--- src/rtl/stopwatch_pkg.sv ---
// stopwatch_pkg: state and counter-mode encodings shared by the stopwatch stages
package stopwatch_pkg;
    typedef enum logic [1:0] {ST_CLEAR, ST_IDLE, ST_RUN, ST_PAUSE} state_t;
    localparam logic [1:0] EN_CLEAR = 2'b00;
    localparam logic [1:0] EN_COUNT = 2'b10;
    localparam logic [1:0] EN_HOLD  = 2'b11;
endpackage

--- src/rtl/key_debounce.sv ---
// key_debounce: synchronizes and debounces an active-low key, pulsing once per accepted press
module key_debounce #(
    parameter int DB_CYCLES = 1_000_000
) (
    input  logic clk,
    input  logic Rbutton,
    input  logic i_key,
    output logic o_press
);
    localparam int CW = $clog2(DB_CYCLES + 1);
    localparam logic [CW-1:0] CNT_LAST = CW'(DB_CYCLES - 1);
    logic [1:0]    r_sync;
    logic          r_level;
    logic          r_press;
    logic [CW-1:0] r_cnt;
    logic          w_diff;
    logic          w_accept;
    assign w_diff   = r_sync[1] != r_level;
    assign w_accept = w_diff && (r_cnt == CNT_LAST);
    assign o_press  = r_press;
    always_ff @(posedge clk or negedge Rbutton) begin
        if (!Rbutton) begin
            r_sync  <= 2'b11;
            r_level <= 1'b1;
            r_cnt   <= '0;
            r_press <= 1'b0;
        end else begin
            r_sync  <= {r_sync[0], i_key};
            r_cnt   <= (w_diff && !w_accept) ? r_cnt + 1'b1 : '0;
            r_level <= w_accept ? r_sync[1] : r_level;
            r_press <= w_accept && !r_sync[1];
        end
    end
endmodule

--- src/rtl/stopwatch_ctrl.sv ---
// stopwatch_ctrl: debounced run/pause/clear control and tick prescaler driving the BCD counter's en code
module stopwatch_ctrl
    import stopwatch_pkg::*;
#(
    parameter int CLK_HZ    = 50_000_000,
    parameter int TICK_HZ   = 100,
    parameter int DB_CYCLES = 1_000_000
) (
    input  logic       clk,
    input  logic       Rbutton,
    input  logic       key_ss,
    input  logic       key_clr,
    output logic [1:0] en,
    output logic       tick,
    output logic       running
);
    localparam int TICK_DIV = CLK_HZ / TICK_HZ;
    localparam int DW = $clog2(TICK_DIV);
    localparam logic [DW-1:0] DIV_LAST = DW'(TICK_DIV - 1);
    state_t        r_state;
    state_t        w_state_nxt;
    logic [DW-1:0] r_div;
    logic [DW-1:0] w_div_nxt;
    logic [1:0]    r_en;
    logic [1:0]    w_en_nxt;
    logic          r_tick;
    logic          w_tick_nxt;
    logic          r_running;
    logic          w_running_nxt;
    logic          w_ss;
    logic          w_clr;
    key_debounce #(.DB_CYCLES(DB_CYCLES)) u_ss (
        .clk     (clk),
        .Rbutton (Rbutton),
        .i_key   (key_ss),
        .o_press (w_ss)
    );
    key_debounce #(.DB_CYCLES(DB_CYCLES)) u_clr (
        .clk     (clk),
        .Rbutton (Rbutton),
        .i_key   (key_clr),
        .o_press (w_clr)
    );
    assign en      = r_en;
    assign tick    = r_tick;
    assign running = r_running;
    always_ff @(posedge clk or negedge Rbutton) begin
        if (!Rbutton) begin
            r_state   <= ST_CLEAR;
            r_div     <= '0;
            r_en      <= EN_CLEAR;
            r_tick    <= 1'b0;
            r_running <= 1'b0;
        end else begin
            r_state   <= w_state_nxt;
            r_div     <= w_div_nxt;
            r_en      <= w_en_nxt;
            r_tick    <= w_tick_nxt;
            r_running <= w_running_nxt;
        end
    end
    // clr outranks ss when stopped; in RUN only ss matters
    always_comb begin
        w_state_nxt   = r_state;
        w_div_nxt     = '0;
        w_state_nxt   = (r_state == ST_CLEAR) ? ST_IDLE :
                        (r_state == ST_RUN)   ? (w_ss ? ST_PAUSE : ST_RUN) :
                        w_clr                 ? ST_CLEAR :
                        w_ss                  ? ST_RUN : r_state;
        w_div_nxt     = (r_state == ST_RUN)   ? ((r_div == DIV_LAST) ? '0 : r_div + 1'b1) :
                        (r_state == ST_PAUSE) ? r_div : '0;
        w_tick_nxt    = (w_state_nxt == ST_RUN) && (w_div_nxt == DIV_LAST);
        w_en_nxt      = (w_state_nxt == ST_CLEAR) ? EN_CLEAR : w_tick_nxt ? EN_COUNT : EN_HOLD;
        w_running_nxt = w_state_nxt == ST_RUN;
    end
endmodule

--- config.mk ---
export PLATFORM = sky130hd
export DESIGN_NAME = stopwatch_ctrl
export DESIGN_NICKNAME = d
export VERILOG_FILES = /design/src/rtl/stopwatch_pkg.sv /design/src/rtl/key_debounce.sv /design/src/rtl/stopwatch_ctrl.sv
export SDC_FILE = /design/constraint.sdc
export NUM_CORES = 1
export LEC_CHECK = 0
export CORE_MARGIN = 2
export CORE_UTILIZATION = 56
export DETAILED_ROUTE_END_ITERATION = 8
export GPL_ROUTABILITY_DRIVEN = 0
export PLACE_DENSITY = 0.76
export SLEW_MARGIN = 20
export SYNTH_ARGS = -nofsm -noshare
export SYNTH_HDL_FRONTEND = slang
export SYNTH_SLANG_ARGS = --single-unit
--- constraint.sdc ---
create_clock -name clk -period 2.4 [get_ports clk]
set_clock_uncertainty 0.05 [all_clocks]
set_input_delay 0.6 -clock clk [delete_from_list [all_inputs] [get_ports clk]]
set_output_delay 0.6 -clock clk [all_outputs]
set_load 0.1 [all_outputs]
; Word level (Yosys, flattened, before mapping)
; Index checks and enable logic that the tools add are counted.
[word_totals]
register_bits = 73
latch_bits = 0
ramBits = 0
memories = 0
output_inout_bits = 4
mem_bits_ro = 0
[op_classes]
n_reduce_logical = 13
n_shift = 0
eq_ne = 9
multipliers = 0
n_addsub = 3
n_div = 0
magnitude_cmp = 0
muxes = 12
bitwise = 0
[op_table]
columns = cell, n
row1 = $mux 19, 3
row2 = $add 20x1->20 const B, 2
row3 = $eq 20x20->1 const B, 2
row4 = $mux 20, 2
row5 = $eq 19x19->1 const B, 2
row6 = $add 19x1->19 const B, 1
row7 = $mux 2, 5
row8 = $logic_and 1x1->1, 7
row9 = $eq 2x2->1 const B, 3
row10 = $logic_not 1->1, 4
row11 = $logic_not 2->1, 2
row12 = $mux 1, 2
row13 = $ne 1x1->1, 2

; Logic depth before layout (Yosys ltp)
[logic_depth]
ltp_word = 8
ltp_mapped = 9
depth_no_buf = 8

; Modules after synthesis
; From an unflattened synthesis, not the netlist that was laid out.
[unflattened]
hier_cells = 414
hier_area_um2 = 3896.2
[modules_own_cells]
columns = mod, seq_area_each_um2, cells_each, area_each_um2, instances
row1 = key_debounce, 604.3, 109, 1129.8, 2
row2 = stopwatch_ctrl, 625.6, 196, 1636.6, 1

; Worst setup path after synthesis
; No wires, ideal clock.
[synth_timing]
path_type = flip-flop to flip-flop
start = register r_div[0]
end = register r_en[0] (netlist: en[0])
path_stages_with_launch = 9
synth_period_minus_slack_ns = 2.375
t_arrival_ns = 2.197
t_required_ns = 2.222
slack_ns = 0.025
n_path_buf = 0
setup_ns = 0.128
cell_sequence = dfrtp_1 -> ha_1 -> nand3_4 -> or4_4 -> or4_4 -> nand4_2 -> nand3_2 -> nor4_4 -> a21oi_2
[synth_between]
elab_chain_cells = 7
[synth_rtl]
columns = item, line
row1 = from (decl), stopwatch_ctrl.sv:22  ; logic [DW-1:0] r_div;
row2 = from (signal assigned), stopwatch_ctrl.sv:56  ; r_div <= w_div_nxt;
row3 = $add 19x1->19 / $eq 19x19->1 (equally long branches), stopwatch_ctrl.sv:70  ; w_div_nxt = (r_state == ST_RUN) ? ((r_div == DIV_LAST) ? '0 : r_div + 1'b1) :
row4 = $mux 19 * (2 in a row), stopwatch_ctrl.sv:70
row5 = net w_div_nxt[16], stopwatch_ctrl.sv:23  ; logic [DW-1:0] w_div_nxt;
row6 = $eq 19x19->1 *, stopwatch_ctrl.sv:72  ; w_tick_nxt = (w_state_nxt == ST_RUN) && (w_div_nxt == DIV_LAST);
row7 = $logic_and 1x1->1 *, stopwatch_ctrl.sv:72
row8 = net w_tick_nxt, stopwatch_ctrl.sv:27  ; logic w_tick_nxt;
row9 = $mux 1 *, stopwatch_ctrl.sv:73  ; w_en_nxt = (w_state_nxt == ST_CLEAR) ? EN_CLEAR : w_tick_nxt ? EN_COUNT : EN_HOLD;
row10 = $mux 2 *, stopwatch_ctrl.sv:73
row11 = net w_en_nxt[0], stopwatch_ctrl.sv:25  ; logic [1:0] w_en_nxt;
row12 = to (signal assigned), stopwatch_ctrl.sv:57  ; r_en <= w_en_nxt;
row13 = to (decl), stopwatch_ctrl.sv:24  ; logic [1:0] r_en;
; The timed path passes the listed nets; every way through them passes the cells marked *.
; A chain may end at the register's enable or synchronous reset.

; Final worst setup path
[layout_timing]
start = register r_div[0]
end = register r_en[0] (netlist: en[0])
[layout_between]
elab_chain_cells = 7
[layout_rtl]
columns = item, line
row1 = $add 19x1->19 / $eq 19x19->1 (equally long branches), stopwatch_ctrl.sv:70
row2 = $mux 19, stopwatch_ctrl.sv:70
row3 = $mux 19 *, stopwatch_ctrl.sv:70
row4 = $eq 19x19->1 *, stopwatch_ctrl.sv:72
row5 = $logic_and 1x1->1 *, stopwatch_ctrl.sv:72
row6 = net w_tick_nxt, stopwatch_ctrl.sv:27
row7 = $mux 1 *, stopwatch_ctrl.sv:73
row8 = $mux 2 *, stopwatch_ctrl.sv:73
row9 = net w_en_nxt[0], stopwatch_ctrl.sv:25
; Marks and branches as above.

==> summary.txt <==
Global routing
  – Initial antenna violation count: 0
  – Vias in the first global route: 2885
  – First-pass GRT wire length: around 13000 µm
  – Grt total ovfl: 0
  – Gr usage total: 22.7%
  – Largest net degree at the start of global routing: 45

CTS
  – Worst-path clk slew: approximately 0.080 ns
  – Maximum clock path buffer count: 2
  – CTS sink cnt: between 70 and 80
  – Clk_lat worst skew: 0.35 ns
  – Root Driver: clkbuf_8
  – Hold buffers post-CTS: 0
  – CTS tree: done
  – Cts bufs inserted: 9
  – H-tree levels: 3

Worst setup path
  – CP max FO: 4
  – Crit Path Category: reg2reg
  – Worst EP required: ~2.6 ns
  – Crit. End Element: register
  – Setup crit start kind: register
  – Crit path DAT: ~2.5 ns

Route
  – Vias: 3027
  – Routed wire length: between 8000 and 9000 µm
  – WL per Instance: approximately 16 µm
  – First-pass iteration count of the detailed router: 4
  – Routed Antenna Nets: 0
  – Via density per instance: approximately 6.0
  – DRT iter0 DRCs: between 200 and 250
  – DRC violations left: 0

Synthesis
  – Post-synthesis register bit count: between 70 and 80
  – Syn_nets: between 300 and 400
  – Post-synth EDFFs: 0
  – Top FF cell, synth: dfrtp_1
  – Register area share after synthesis: 48.3%
  – Async SR Flop Fraction: 100%
  – Distinct cell type count after synthesis: between 60 and 70
  – Synth Area per Inst: between 9 and 10 µm²
  – Total number of yosys warnings: 0
  – Mapped cell area: between 3000 and 4000 µm²
  – Syn Inst Count: a little under 400

Layout
  – Final core area utilization: roughly two thirds
  – Layout Nets: 430
  – Non-Filler Instances: between 500 and 600
  – Share of cells above drive strength 1: 22.9%
  – Final Cell Area: 4410 µm²
  – Diode count: 0
  – Commonest non-fill, non-tap cell in the layout: dfrtp_1
  – Commonest cells after routing, fill and taps aside: dfrtp_1, nor2_1, buf_4, nand3_1, nand2_1
  – Area grow syn2layout: 16.1%

Power
  – Power Total: ~2.3 mW
  – Worst vdd ir: 0.640 mV
  – PD cells: approximately 530 nW/µm²
  – Static leakage: roughly 1.8 nW

STA
  – Final setup fails: 0
  – Slew headroom: between 60% and 70%
  – Worst-Margin Slew: 0.572 ns
  – Crit path time final: 2.33 ns
  – Worst Hold Slack: 0.197 ns
  – Fmax: 0.429 GHz
  – Max Slew Vio Count: 0
  – Final Hold Viols: 0
  – Period utilisation layout: roughly 97%

Min path
  – Worst hold-check path type: in2async

Flow run
  – Max Cap Viol: 0

Placement
  – # port buffers: 7
  – Placed inst area: roughly 4100 µm²
  – Placed cells: 487
  – DP Wirelength: 5480 µm

Die
  – Row Count: 30
  – I/O Pins: 8
  – Core Box Area: 6680 µm²
  – Starting Density: ~57%
  – Die X: 86.3 µm
  – Die H: around 86 µm
  – Die ar.: about 7500 µm²

Run status
  – Status: finished clean
## per-stage QoR
step	TNS, ns	setup WS [ns]
6_report	0	0.0708
3_3_place_gp	0	0.0314
3_5_place_dp	-0.0308	-0.0308
5_1_grt	-0.0134	-0.0134
4_1_cts	0	0.00353
2_1_floorplan	0	0.0248
## worst max-delay path, stage by stage, from the launching register on
cell       delay, ns
dfrtp_1         0.40
ha_4            0.17
buf_4           0.12
and4_4          0.21
nand4_1         0.16
buf_4           0.20
o211ai_1        0.17
o211a_1         0.22
o2111ai_2       0.16
nor4_4          0.29
a21oi_2         0.05
## final timing paths
kind / from / to / slack (ns) / cells after the start
setup / recovery: r_div[0]$_DFF_PN0_ / en[0]$_DFF_PN0_ / 0.07 / 10
hold / removal: Rbutton / r_div[8]$_DFF_PN0_ / 0.20 / 1
setup reg to reg: r_div[0]$_DFF_PN0_ / en[0]$_DFF_PN0_ / 0.07 / 10
hold reg to reg: u_clr.r_sync[0]$_DFF_PN1_ / u_clr.r_sync[1]$_DFF_PN1_ / 0.31 / 0
max in group asynchronous: Rbutton / u_ss.r_sync[1]$_DFF_PN1_ / 1.47 / 2
min in group clk: u_clr.r_sync[0]$_DFF_PN1_ / u_clr.r_sync[1]$_DFF_PN1_ / 0.31 / 0
## registers in the layout, summed over array words and instances (netlist names)
register	cells
u_ss.o_press	1
u_clr.o_press	1
r_state	2
tick	1
u_ss.r_level	1
u_ss.r_cnt	20
en	2
u_ss.r_sync	2
u_clr.r_sync	2
r_div	19
u_clr.r_cnt	20
u_clr.r_level	1
running	1
## power breakdown
part	leakage (nW)	switching, mW	internal (mW)
logic	0.715	0.0404	0.0173
registers	0.970	0.0101	1.24
clock network	0.105	0.453	0.563
total	1.79	0.503	1.82
## routing by layer
metal | vias up | GRT usage (%) | routed length (µm)
li1 | 1438 | - | -
met1 | 1482 | 31.2 | 3580
met2 | 93 | 35.2 | 3960
met3 | 14 | 5.05 | 387
met4 | 0 | 9.23 | 149
met5 | - | 0 | 0
## area by class of cell
class	count	area [µm²]
well taps	80	100
clock buffers	12	165
multi-input cells	290	1900
inverters	10	37.5
clock inverters	4	50.0
flip-flops and latches	73	1840
fillers	523	2270
repair buffers	39	310
## cells in the mapped netlist (7+ instances only)
cell	instances	area share, %
and3_1	7	1.2
dfrtp_1	67	44
inv_1	10	0.99
nand2_1	29	2.9
nand3_1	33	4.3
nand4_1	9	1.5
nor2_1	52	5.1
nor4_1	10	1.6
o21ai_0	14	1.8
xnor2_1	20	4.6
xor2_1	22	5.1
## cells by family after synthesis
kind of cell | count (synthesis) | synth area share [%]
compound gates | 52 | 9.75
mux | 2 | 0.593
flops | 73 | 48.3
buf+inv | 26 | 3.46
simple gates | 191 | 27.2
fa+ha+maj | 3 | 0.989
xor+xnor | 42 | 9.69
## timing repair
action / 4_1_cts / 5_1_grt
pin swaps: 0 / 10
resized for setup: 5 / 16
setup endpoints to repair: 2 / 2
setup buffers: 0 / 6
Power figures use the tool's default switching activity.
